### src/rtl/booth_wallace_pipe.sv
// Weights eight raw radix-4 Booth partial products, reduces them in a 3-stage carry-save tree plus CPA.
// Latency 3 cycles at one op/cycle; bubble-collapsing valid/ready so a stalled output only backs up full stages.
module booth_wallace_pipe #(
   parameter int W     = 32,
   parameter int N_PP  = 8,
   parameter int TAG_W = 4
) (
   input  logic                clk,
   input  logic                rst_n,
   input  logic                in_valid,
   output logic                in_ready,
   input  logic [W*N_PP-1:0]   pp_in,
   input  logic [TAG_W-1:0]    tag_in,
   output logic                out_valid,
   input  logic                out_ready,
   output logic [W-1:0]        prod_out,
   output logic [TAG_W-1:0]    tag_out
);

   function automatic logic [W-1:0] csa_s(input logic [W-1:0] a, input logic [W-1:0] b,
                                          input logic [W-1:0] c);
      return a ^ b ^ c;
   endfunction

   // Carry moves up one bit; the carry out of the MSB is dropped (mod 2^W).
   function automatic logic [W-1:0] csa_c(input logic [W-1:0] a, input logic [W-1:0] b,
                                          input logic [W-1:0] c);
      return ((a & b) | (a & c) | (b & c)) << 1;
   endfunction

   logic [W-1:0]     w_t [N_PP];

   logic             w_en1, w_en2, w_en3;
   logic             r_v1, r_v2, r_v3;

   logic [W-1:0]     w_l1_s0, w_l1_c0, w_l1_s1, w_l1_c1;
   logic [W-1:0]     w_l2_s0, w_l2_c0, w_l2_s1, w_l2_c1;
   logic [W-1:0]     r_s1_a, r_s1_b, r_s1_c, r_s1_d;
   logic [TAG_W-1:0] r_s1_tag;

   logic [W-1:0]     w_l3_s, w_l3_c, w_l4_s, w_l4_c;
   logic [W-1:0]     r_s2_sum, r_s2_car;
   logic [TAG_W-1:0] r_s2_tag;

   logic [W-1:0]     r_prod;
   logic [TAG_W-1:0] r_s3_tag;

   for (genvar gi = 0; gi < N_PP; gi++) begin : g_weight
      assign w_t[gi] = pp_in[W*gi +: W] << (2*gi);
   end

   // A stage may load whenever it is empty or the stage after it is moving.
   assign w_en3    = !r_v3 || out_ready;
   assign w_en2    = !r_v2 || w_en3;
   assign w_en1    = !r_v1 || w_en2;
   assign in_ready = w_en1;

   assign w_l1_s0 = csa_s(w_t[0], w_t[1], w_t[2]);
   assign w_l1_c0 = csa_c(w_t[0], w_t[1], w_t[2]);
   assign w_l1_s1 = csa_s(w_t[3], w_t[4], w_t[5]);
   assign w_l1_c1 = csa_c(w_t[3], w_t[4], w_t[5]);

   assign w_l2_s0 = csa_s(w_l1_s0, w_l1_c0, w_l1_s1);
   assign w_l2_c0 = csa_c(w_l1_s0, w_l1_c0, w_l1_s1);
   assign w_l2_s1 = csa_s(w_l1_c1, w_t[6], w_t[7]);
   assign w_l2_c1 = csa_c(w_l1_c1, w_t[6], w_t[7]);

   always_ff @(posedge clk or negedge rst_n) begin
      if (!rst_n) begin
         r_v1     <= 1'b0;
         r_s1_a   <= '0;
         r_s1_b   <= '0;
         r_s1_c   <= '0;
         r_s1_d   <= '0;
         r_s1_tag <= '0;
      end else if (w_en1) begin
         r_v1     <= in_valid;
         r_s1_a   <= w_l2_s0;
         r_s1_b   <= w_l2_c0;
         r_s1_c   <= w_l2_s1;
         r_s1_d   <= w_l2_c1;
         r_s1_tag <= tag_in;
      end
   end

   assign w_l3_s = csa_s(r_s1_a, r_s1_b, r_s1_c);
   assign w_l3_c = csa_c(r_s1_a, r_s1_b, r_s1_c);
   assign w_l4_s = csa_s(w_l3_s, w_l3_c, r_s1_d);
   assign w_l4_c = csa_c(w_l3_s, w_l3_c, r_s1_d);

   always_ff @(posedge clk or negedge rst_n) begin
      if (!rst_n) begin
         r_v2     <= 1'b0;
         r_s2_sum <= '0;
         r_s2_car <= '0;
         r_s2_tag <= '0;
      end else if (w_en2) begin
         r_v2     <= r_v1;
         r_s2_sum <= w_l4_s;
         r_s2_car <= w_l4_c;
         r_s2_tag <= r_s1_tag;
      end
   end

   always_ff @(posedge clk or negedge rst_n) begin
      if (!rst_n) begin
         r_v3     <= 1'b0;
         r_prod   <= '0;
         r_s3_tag <= '0;
      end else if (w_en3) begin
         r_v3     <= r_v2;
         r_prod   <= r_s2_sum + r_s2_car;
         r_s3_tag <= r_s2_tag;
      end
   end

   assign out_valid = r_v3;
   assign prod_out  = r_prod;
   assign tag_out   = r_s3_tag;

endmodule

### config.mk
export PLATFORM = sky130hd
export DESIGN_NAME = booth_wallace_pipe
export DESIGN_NICKNAME = d
export VERILOG_FILES = /design/src/rtl/booth_wallace_pipe.sv
export SDC_FILE = /design/constraint.sdc
export NUM_CORES = 1
export LEC_CHECK = 0
export ABC_CLOCK_PERIOD_IN_PS = 2100
export BUFFER_PORTS_ARGS = -buffer_cell sky130_fd_sc_hd__buf_2
export CAP_MARGIN = 20
export CELL_PAD_IN_SITES_DETAIL_PLACEMENT = 1
export CELL_PAD_IN_SITES_GLOBAL_PLACEMENT = 1
export CORE_MARGIN = 2
export CORE_UTILIZATION = 39
export CTS_CLUSTER_DIAMETER = 100
export DETAILED_ROUTE_END_ITERATION = 10
export GPL_TIMING_DRIVEN = 0
export PLACE_DENSITY = 0.84
export SYNTH_ARGS = -nofsm -noshare
export SYNTH_HDL_FRONTEND = slang
export SYNTH_SLANG_ARGS = --single-unit
export TNS_END_PERCENT = 20
### constraint.sdc
create_clock -name clk -period 2.1 [get_ports clk]
set_input_delay 0.21 -clock clk [delete_from_list [all_inputs] [get_ports clk]]
set_output_delay 0.21 -clock clk [all_outputs]
set_load 0.05 [all_outputs]
==> impl_metrics.py, run 1 <==
metrics = {
    "critical_path": {
        "required_ns": 2.50,
        "critPathTopFamily": "compound AO/OA/AOI/OAI gates",
        "worst-path-buf-inv": 0,
        "cp_max_fo": 5,
        "path_class": "reg -> reg",
        "arrival_ns": 2.68,
        "end_kind": "flop",
        "max_stage_delay_ns": 0.40,
        "startpoint_type": "flop",
        "path_cells": "ha_1 > o21ai_0 > a21oi_1 > o211ai_4 > a2111oi_4 > mux2i_1 > nor2_1",
        "crit_slowest_cell": "dfrtp_1",
    },
    "grt": {
        "grt_pass1_wl_microns": 55000,
        "grtUsageTotal": 0.208,
        "gr-total-overflow": 0,
        "antenna_found_initial": 3,
        "grt_max_degree": 118,
        "grt_pass1_vias": 10340,
    },
    "pwr": {
        "switching_power_uw": 9170,
        "comb_power_share": 0.515,
        "netSwitchingFraction": 0.415,
        "seqPwrFrac": 0.289,
        "power_density_nw_per_um2": 1390,
        "p_int_uw": 12900,
        "power_frac_clock": 0.197,
        "p_leak_uw": 0.00769,
        "peakVddDrop_v": 0.000698,
    },
    "clock_tree": {
        "numCtsBuffers": 24,
        "cts_tree": "built",
        "clockBufferDepth": 3,
        "htreeDepth": 1,
        "cts.sinks": 207,
        "clk_latency_ns": 0.53,
        "cts.clk_slew.worst_paths_ns": 0.06,
        "clockRootBuffer": "clkbuf_16",
    },
    "sta": {
        "timing.final.ws_setup_ns": -0.180,
        "min_period_over_period": 1.09,
        "rsz0062_at_grt": "true",
        "finalSetupViolCount": 12,
        "whs_ns": 0.0494,
        "relSlewSlack": 0.409,
        "fmax_ghz": 0.439,
        "slew_viol_final": 0,
        "min_period_ns": 2.28,
        "hold_viol": 0,
        "tightestPinTransition_ns": 0.886,
        "fin_skew_ns": 0.0174,
    },
    "synthesis": {
        "ys_warn_count": 0,
        "synth_cell_types": 56,
        "synth-edff-count": 0,
        "synthFlopType": "dfrtp_1",
        "seq_area_frac_synth": 0.409,
        "yosys.area.top_type": "dfrtp_1",
        "synth_top_area_share": 0.409,
        "netlist_area_sq_um": 12700,
        "syn-num-nets": 1520,
        "post_synth.cell_area_avg_sq_um": 11.7,
        "synthCells": 1078,
        "synth.ff_latch_count": 207,
        "async_reset_ff_frac": 1.00,
        "synth_area_leaders": "dfrtp_1 41%, fa_1 21%, mux2_2 11%",
    },
    "finish": {
        "fin_util": 0.500,
        "synthToLayoutAreaGrowth_pct": 25.6,
        "mostFrequentLayoutCells": "253 x buf_2, 207 x dfrtp_1, 187 x inv_1, 130 x fa_1, 128 x mux2_2",
        "finalNetCount": 1813,
        "drive_gt1_frac": 0.365,
        "antenna_cells": 0,
        "final_common_cell": "buf_2",
    },
    "floorplanning": {
        "dieArea_sq_um": 33900,
        "start_util": 0.398,
        "num_rows": 65,
        "core_sq_um": 31800,
        "die_w_microns": 184,
        "ios": 302,
        "dieHeight_microns": 184,
    },
    "placed_design": {
        "portBuffers": 245,
        "dp.final_hpwl_microns": 25400,
        "finalWeightedCongestion": 0.827,
        "pre_cts_ws_ns": -0.247,
    },
    "routing": {
        "initialDrtViolationCount": 241,
        "wirelength_microns": 34000,
        "vias": 8866,
        "route.detailed.drc": 0,
        "postRouteAntennaNets": 0,
        "drt_pass1_iterations": 4,
        "wl_per_cell_microns": 18.6,
        "via_per_inst": 4.86,
    },
    "run": {
        "max_cap_violations": 0,
    },
    "run_status": {
        "status": "complete, but fails checks",
        "violations": "negative setup slack",
    },
    "hold_path": {
        "hold_class": "in -> reg",
    },
}
## synth_stat cells, types with 2 or more instances
cell type  instances
a211o_1            2
a211oi_1           7
a21o_1             8
a21oi_1           70
a21oi_2            2
a221oi_1           2
and2_1             2
buf_2             14
buf_4              4
buf_6              4
clkbuf_1          16
dfrtp_1          207
fa_1             131
ha_1              47
inv_1            188
mux2_2           128
mux2i_1            3
nand2_1           69
nand2b_1           6
nand3_1            4
nand3b_1           2
nand4_1            6
nor2_1            60
nor2b_1            2
nor3_1             7
o211ai_1           6
o211ai_2           2
o21a_1             4
o21ai_0           18
o21bai_1           3
o22ai_1            3
o31ai_1            2
xnor2_1           18
xor2_1             9
## power groups by stage
stage	clock, uW	combinational [uW]	sequential, uW
global placement	0	9790	6240
floorplan	0	6250	7160
global route	4590	12500	6570
detailed placement	0	10200	6340
finish	4340	11400	6380
CTS	4440	11100	6380
## worst reg2reg max path, stage by stage (launching register included)
cell and delay, ns:
dfrtp_1 0.40, ha_1 0.38, o21ai_0 0.20, a21oi_1 0.34, o211ai_4 0.15, a2111oi_4 0.40
mux2i_1 0.23, nor2_1 0.07
## kinds of logic (layout without fill, tap and decap cells)
| logic type | after synthesis | count (layout) | share of synthesized area |
|---|---|---|---|
| XOR/XNOR | 27 | 27 | 0.0187 |
| AND/OR/NAND/NOR | 164 | 164 | 0.0554 |
| flip-flops | 207 | 207 | 0.409 |
| AO/OA/AOI/OAI | 143 | 143 | 0.0735 |
| buffers and inverters | 228 | 538 | 0.0736 |
| multiplexers | 131 | 131 | 0.116 |
| adder cells (fa/ha/maj) | 178 | 178 | 0.254 |
## final timing paths
kind	startpoint	endpoint	slack (ns)	depth (start not counted)
min in group asynchronous	rst_n	r_s1_a[16]$_DFFE_PN0P_	0.30	2
hold / removal	pp_in[193]	r_s1_c[13]$_DFFE_PN0P_	0.05	3
setup reg to reg	r_s2_sum[13]$_DFFE_PN0P_	prod_out[30]$_DFFE_PN0P_	-0.18	7
max in group asynchronous	rst_n	r_s1_c[10]$_DFFE_PN0P_	0.74	3
setup / recovery	r_s2_sum[13]$_DFFE_PN0P_	prod_out[30]$_DFFE_PN0P_	-0.18	7
hold reg to reg	tag_out[2]$_DFFE_PN0P_	tag_out[2]$_DFFE_PN0P_	0.47	2
## state kept, by name, indices dropped and copies added (netlist names)
name and count:
prod_out 32, r_s1_a 32, r_s2_sum 32, r_s1_b 28
r_s2_car 26, r_s1_c 23, r_s1_d 19, r_s1_tag 4
r_s2_tag 4, tag_out 4, out_valid 1, r_v1 1
r_v2 1
## repair_timing
item,in CTS,in global routing
gates cloned,0,0
resized for setup,60,23
hold buffers,8,0
hold endpoints to repair,97,0
setup endpoints to repair,49,21
pin swaps,15,15
buffers inserted,10,3
## routing by layer
layer  part of all wire  track usage  routed length, microns
met2               0.52        0.387                   17600
met3              0.054       0.0385                    1820
met5            0.00097            0                      33
met1               0.41        0.254                   13900
met4              0.017       0.0314                     573
## metrics by stage
| stage | power (uW) | setup TNS [ns] | instance area [sq um] | cells |
|---|---|---|---|---|
| finish | 22100 | -0.737 | 15900 | 1823 |
| global placement | 16000 | -559.49 | 14500 | 1758 |
| global route | 23700 | -2.19 | 15900 | 1823 |
| CTS | 21900 | -0.305 | 15800 | 1820 |
| floorplan | 13400 | 0 | 12700 | 1078 |
| detailed placement | 16500 | -5.12 | 14500 | 1759 |
## final cells by class
cell class                 count  area (sq um)
multi-input combinational    643          6920
clock inverter                 7           130
sequential                   207          5180
timing repair buffer         267          1460
inverter                     188           706
fill                        3415         15900
buffer                        40           279
clock buffer                  36           696
tap                          435           544
(Power assumes the default switching activity.)
==> inputs of run 2 (changes only) <==
- ABC_CLOCK_PERIOD_IN_PS: 2100 -> 2500
- CORE_UTILIZATION: 39 -> 43
- PLACE_DENSITY: 0.84 -> 0.86
- clock period: 2.1 -> 2.5 ns (I/O delays scaled with it)
==> run 2 against run 1 <==
Effect of this change: the flow now finishes without violations; count of clock-buffer cells in the layout up 1; global-route usage up 0.64 points; worst hold slack better by 0.033 ns; register-to-register slack better by 0.30 ns; final cell count down 3.6%; critical path type is now reg -> out.
==> impl_metrics.py, run 2 (synthesis gave the netlist of run 1 again) <==
metrics = {
    "pwr": {
        "power_density_nw_per_um2": 1120,
        "p_leak_uw": 0.00753,
        "peakVddDrop_v": 0.000566,
    },
    "floorplanning": {
        "ios": 302,
        "num_rows": 62,
        "dieHeight_microns": 176,
        "start_util": 0.439,
        "die_w_microns": 176,
        "dieArea_sq_um": 30800,
        "core_sq_um": 28900,
    },
    "grt": {
        "grtUsageTotal": 0.214,
        "gr-total-overflow": 0,
        "grt_pass1_vias": 9951,
        "met3_usage": 0.0396,
        "busiest_layer": "met2",
        "grt_use_met1": 0.272,
        "antenna_found_initial": 2,
        "met2_usage": 0.383,
        "grt_max_degree": 121,
        "grt_pass1_wl_microns": 52000,
    },
    "critical_path": {
        "r2r_cells": 8,
        "startpoint_type": "flop",
        "required_ns": 2.25,
        "path_class": "reg -> out",
        "arrival_ns": 2.17,
        "end_kind": "primary output",
        "cp_max_fo": 10,
    },
    "sta": {
        "finalSetupViolCount": 0,
        "hold_viol": 0,
        "slew_viol_final": 0,
        "min_period_over_period": 0.967,
        "fin_skew_ns": 0.0133,
        "fmax_ghz": 0.414,
        "setup_tns_ns": 0,
        "tightestPinTransition_ns": 0.957,
        "relSlewSlack": 0.362,
        "rsz0062_at_grt": "true",
        "min_period_ns": 2.42,
    },
    "routing": {
        "via_per_inst": 4.98,
        "initialDrtViolationCount": 275,
        "vias": 8750,
        "wirelength_microns": 32100,
        "postRouteAntennaNets": 0,
        "drt_pass1_iterations": 4,
        "wl_per_cell_microns": 18.2,
        "route.detailed.drc": 0,
    },
    "clock_tree": {
        "cts.sinks": 207,
        "cts.clk_slew.worst_paths_ns": 0.06,
        "cts_tree": "built",
        "clockRootBuffer": "clkbuf_16",
        "numCtsBuffers": 24,
        "clockBufferDepth": 3,
        "htreeDepth": 1,
        "clk_latency_ns": 0.51,
    },
    "finish": {
        "finalNetCount": 1800,
        "synthToLayoutAreaGrowth_pct": 20.9,
        "fill_cells": 3117,
        "stdcell_count": 1758,
        "mostFrequentLayoutCells": "254 x buf_2, 207 x dfrtp_1, 188 x inv_1, 130 x fa_1, 128 x mux2_2",
        "final_common_cell": "buf_2",
        "drive_gt1_frac": 0.328,
    },
    "run": {
        "max_cap_violations": 0,
    },
    "placed_design": {
        "finalWeightedCongestion": 0.823,
        "dp.final_hpwl_microns": 24500,
        "portBuffers": 245,
        "placedCellCount": 1708,
    },
    "run_status": {
        "status": "completed",
    },
    "hold_path": {
        "min_path_cells": 3,
        "hold_class": "in -> reg",
    },
}
==> run 2: cell count changes in the layout (fill, tap and decap cells not counted), moves of 4 or more <==
cell | before | now
a21oi_4 | 5 | 1
ha_4 | 10 | 1
ha_1 | 36 | 46
a211oi_1 | 3 | 7
a21oi_1 | 64 | 69
buf_4 | 16 | 6
==> run 2: worst paths after layout <==
kind,startpoint,endpoint,slack (ns)
min,pp_in[32],r_s1_a[2]$_DFFE_PN0P_,0.08
max in group asynchronous,rst_n,prod_out[29]$_DFFE_PN0P_,1.14
max,out_valid$_DFFE_PN0P_,in_ready,0.08
max reg2reg,r_s2_sum[18]$_DFFE_PN0P_,prod_out[31]$_DFFE_PN0P_,0.12
min reg2reg,prod_out[4]$_DFFE_PN0P_,prod_out[4]$_DFFE_PN0P_,0.46
min in group asynchronous,rst_n,r_s1_a[17]$_DFFE_PN0P_,0.33
==> run 2: through the flow <==
step	util	hold slack, ns	power [uW]	worst slack [ns]	instance area, sq um
finish	0.530	0.0824	17200	0.0823	15300
CTS	0.528	0.0607	17300	0.00725	15200
floorplan	-	-0.0456	11200	0.354	12700
global placement	0.498	0.444	13400	-2.31	14400
global route	0.530	0.0820	18500	-0.0203	15300
detailed placement	0.499	0.289	13700	0.0103	14400
==> run 2: area by class of cell <==
class,count,area (sq um),share of cell area
Clock buffer,37,721,0.0471
Inverter,188,706,0.0461
Tap cell,384,480,0.0314
Multi-Input combinational cell,643,6610,0.432
Clock inverter,4,23.8,0.00155
Timing Repair Buffer,254,1350,0.0879
Sequential cell,207,5180,0.338
Buffer,40,238,0.0155
Antenna cell,1,2.50,0.000163
==> run 2: critical path: stages (launching register included) <==
cell and delay (ns):
dfrtp_1 0.39, nor2b_1 0.13, clkbuf_4 0.17, nand3_1 0.14, clkbuf_4 0.21, buf_6 0.17
buf_4 0.21, buf_4 0.22
==> run 2: timing repair <==
item | 4_1_cts | 5_1_grt
gates resized for setup | 4 | 11
hold endpoints to repair | 94 | 0
setup endpoints to repair | 2 | 5
setup buffers | 0 | 0
pin swaps | 0 | 4
hold buffers | 8 | 0
==> run 2: layer usage <==
| layer | vias up | share of wire |
|---|---|---|
| li1 | 4013 | - |
| met1 | 4485 | 0.42 |
| met2 | 209 | 0.52 |
| met3 | 41 | 0.052 |
| met4 | 2 | 0.015 |
| met5 | - | 0.00041 |
==> run 2: power by group <==
part / internal (uW) / total [uW] / switching, uW
Sequential: 4520 / 5270 / 749
Clock: 1970 / 3340 / 1370
Combinational: 3600 / 8610 / 5000
==> inputs of run 3 (changes only) <==
- CORE_MARGIN: 2 -> 5
==> run 3 against run 2 <==
Effect of this change: power up 1.6%; global-route usage down 0.61 points; critical path depth unchanged; flip-flop and latch count unchanged; clock power up 6.9%; maximum frequency up 0.52%; via count up 1.2%; setup slack better by 0.013 ns; final area up 0.54%; critical path type is now reg -> reg.
==> impl_metrics.py, run 3 (synthesis gave the netlist of run 1 again) <==
metrics = {
    "run_status": {
        "status": "completed",
    },
    "sta": {
        "fmax_ghz": 0.416,
        "min_period_over_period": 0.962,
        "finalSetupViolCount": 0,
        "relSlewSlack": 0.325,
        "tightestPinTransition_ns": 1.01,
        "min_period_ns": 2.41,
        "hold_viol": 0,
        "fin_skew_ns": 0.0173,
        "rsz0062_at_grt": "true",
        "slew_viol_final": 0,
        "whs_ns": 0.0864,
    },
    "clock_tree": {
        "cts.clk_slew.worst_paths_ns": 0.06,
        "htreeDepth": 1,
        "clockBufferDepth": 3,
        "clk_latency_ns": 0.52,
        "cts_tree": "built",
        "numCtsBuffers": 25,
        "clockRootBuffer": "clkbuf_16",
        "cts.sinks": 207,
    },
    "critical_path": {
        "end_kind": "flop",
        "r2r_cells": 7,
        "arrival_ns": 2.78,
        "cp_max_fo": 4,
        "rr_endpoint": "prod_out[31]$_DFFE_PN0P_",
        "required_ns": 2.87,
        "path_class": "reg -> reg",
        "reg2reg_setup_slack_ns": 0.09,
        "reg2reg_from": "r_s2_sum[8]$_DFFE_PN0P_",
        "startpoint_type": "flop",
    },
    "finish": {
        "synthToLayoutAreaGrowth_pct": 21.5,
        "drive_gt1_frac": 0.331,
        "mostFrequentLayoutCells": "254 x buf_2, 207 x dfrtp_1, 188 x inv_1, 130 x fa_1, 128 x mux2_2",
        "finalNetCount": 1803,
        "final_common_cell": "buf_2",
        "antenna_cells": 0,
        "fin_util": 0.533,
    },
    "routing": {
        "drt_pass1_iterations": 4,
        "via_per_inst": 5.02,
        "wirelength_microns": 34000,
        "wl_per_cell_microns": 19.3,
        "route.detailed.drc": 0,
        "initialDrtViolationCount": 295,
        "postRouteAntennaNets": 0,
        "vias": 8852,
    },
    "grt": {
        "grt_pass1_vias": 10460,
        "grt_max_degree": 125,
        "grt_pass1_wl_microns": 55300,
        "antenna_found_initial": 2,
        "grtUsageTotal": 0.208,
        "gr-total-overflow": 0,
    },
    "floorplanning": {
        "core_sq_um": 28900,
        "die_w_microns": 182,
        "start_util": 0.439,
        "dieArea_sq_um": 33000,
        "ios": 302,
        "dieHeight_microns": 182,
        "num_rows": 62,
    },
    "pwr": {
        "comb_power_share": 0.494,
        "p_leak_uw": 0.00757,
        "power_frac_clock": 0.204,
        "peakVddDrop_v": 0.000560,
        "switching_power_uw": 7200,
        "power_density_nw_per_um2": 1140,
        "netSwitchingFraction": 0.411,
        "seqPwrFrac": 0.302,
        "p_int_uw": 10300,
    },
    "hold_path": {
        "hold_class": "in -> async",
    },
    "placed_design": {
        "finalWeightedCongestion": 0.838,
        "portBuffers": 245,
        "dp.final_hpwl_microns": 26600,
    },
    "run": {
        "max_cap_violations": 0,
    },
}
-- run 3: worst max-delay path, cell delays in order (launching register included) --
cell and delay [ns]:
dfrtp_1 0.39, ha_1 0.39, o211ai_1 0.25, o211ai_1 0.22, a21boi_1 0.39, o221ai_1 0.24, xnor2_1 0.28, a21oi_1 0.10
-- run 3: power by group through the flow --
stage / clock (uW) / sequential (uW) / combinational, uW
2_1_floorplan: 0 / 6010 / 5230
3_3_place_gp: 0 / 5230 / 8160
3_5_place_dp: 0 / 5320 / 8530
4_1_cts: 3650 / 5290 / 8690
5_1_grt: 3810 / 5410 / 9550
6_report: 3570 / 5270 / 8650
-- run 3: what timing repair did --
item	4_1_cts	5_1_grt
endpoints found under the hold margin	131	0
gates resized for setup	6	8
setup endpoints to repair	2	3
pin swaps	0	2
hold buffers	8	0
buffers inserted	0	1
-- run 3: cell type report --
class | instances | area [sq um]
Sequential cell | 207 | 5180
Clock inverter | 6 | 62.6
Inverter | 188 | 706
Timing Repair Buffer | 256 | 1390
Tap cell | 384 | 480
Clock buffer | 38 | 754
Buffer | 40 | 238
Multi-Input combinational cell | 643 | 6590
Fill cell | 3180 | 13500
-- run 3: metal layers --
metal  global-route usage  wire [microns]  part of all wire  vias to the layer above
li1                     -               -                 -                     4021
met1                0.263           13900              0.41                     4530
met2                0.367           17300              0.51                      228
met3               0.0438            1870             0.055                       69
met4               0.0504             916             0.027                        4
met5                    0              22           0.00065                        -
-- run 3: how the worst max path moves through the flow --
stage	from	to	slack (ns)	cells past startpoint
after floorplan	r_s2_sum[6]$_DFFE_PN0P_	prod_out[30]$_DFFE_PN0P_	0.35	9
after global placement	rst_n	r_s1_a[16]$_DFFE_PN0P_	-2.33	1
after detailed placement	r_s2_sum[6]$_DFFE_PN0P_	prod_out[30]$_DFFE_PN0P_	0.01	9
after CTS	out_valid$_DFFE_PN0P_	in_ready	0.04	7
after global routing	r_s2_sum[6]$_DFFE_PN0P_	prod_out[30]$_DFFE_PN0P_	-0.002	9
final	r_s2_sum[8]$_DFFE_PN0P_	prod_out[31]$_DFFE_PN0P_	0.09	7
-- run 3: per-stage QoR --
stage,area [sq um],total power [uW],setup slack (ns),TNS [ns],instances
2_1_floorplan,12700,11200,0.354,0,1078
3_3_place_gp,14400,13400,-2.33,-477.56,1707
3_5_place_dp,14400,13900,0.0146,0,1709
4_1_cts,15400,17600,0.0410,0,1761
5_1_grt,15400,18800,-0.00238,-0.00413,1762
6_report,15400,17500,0.0949,0,1762
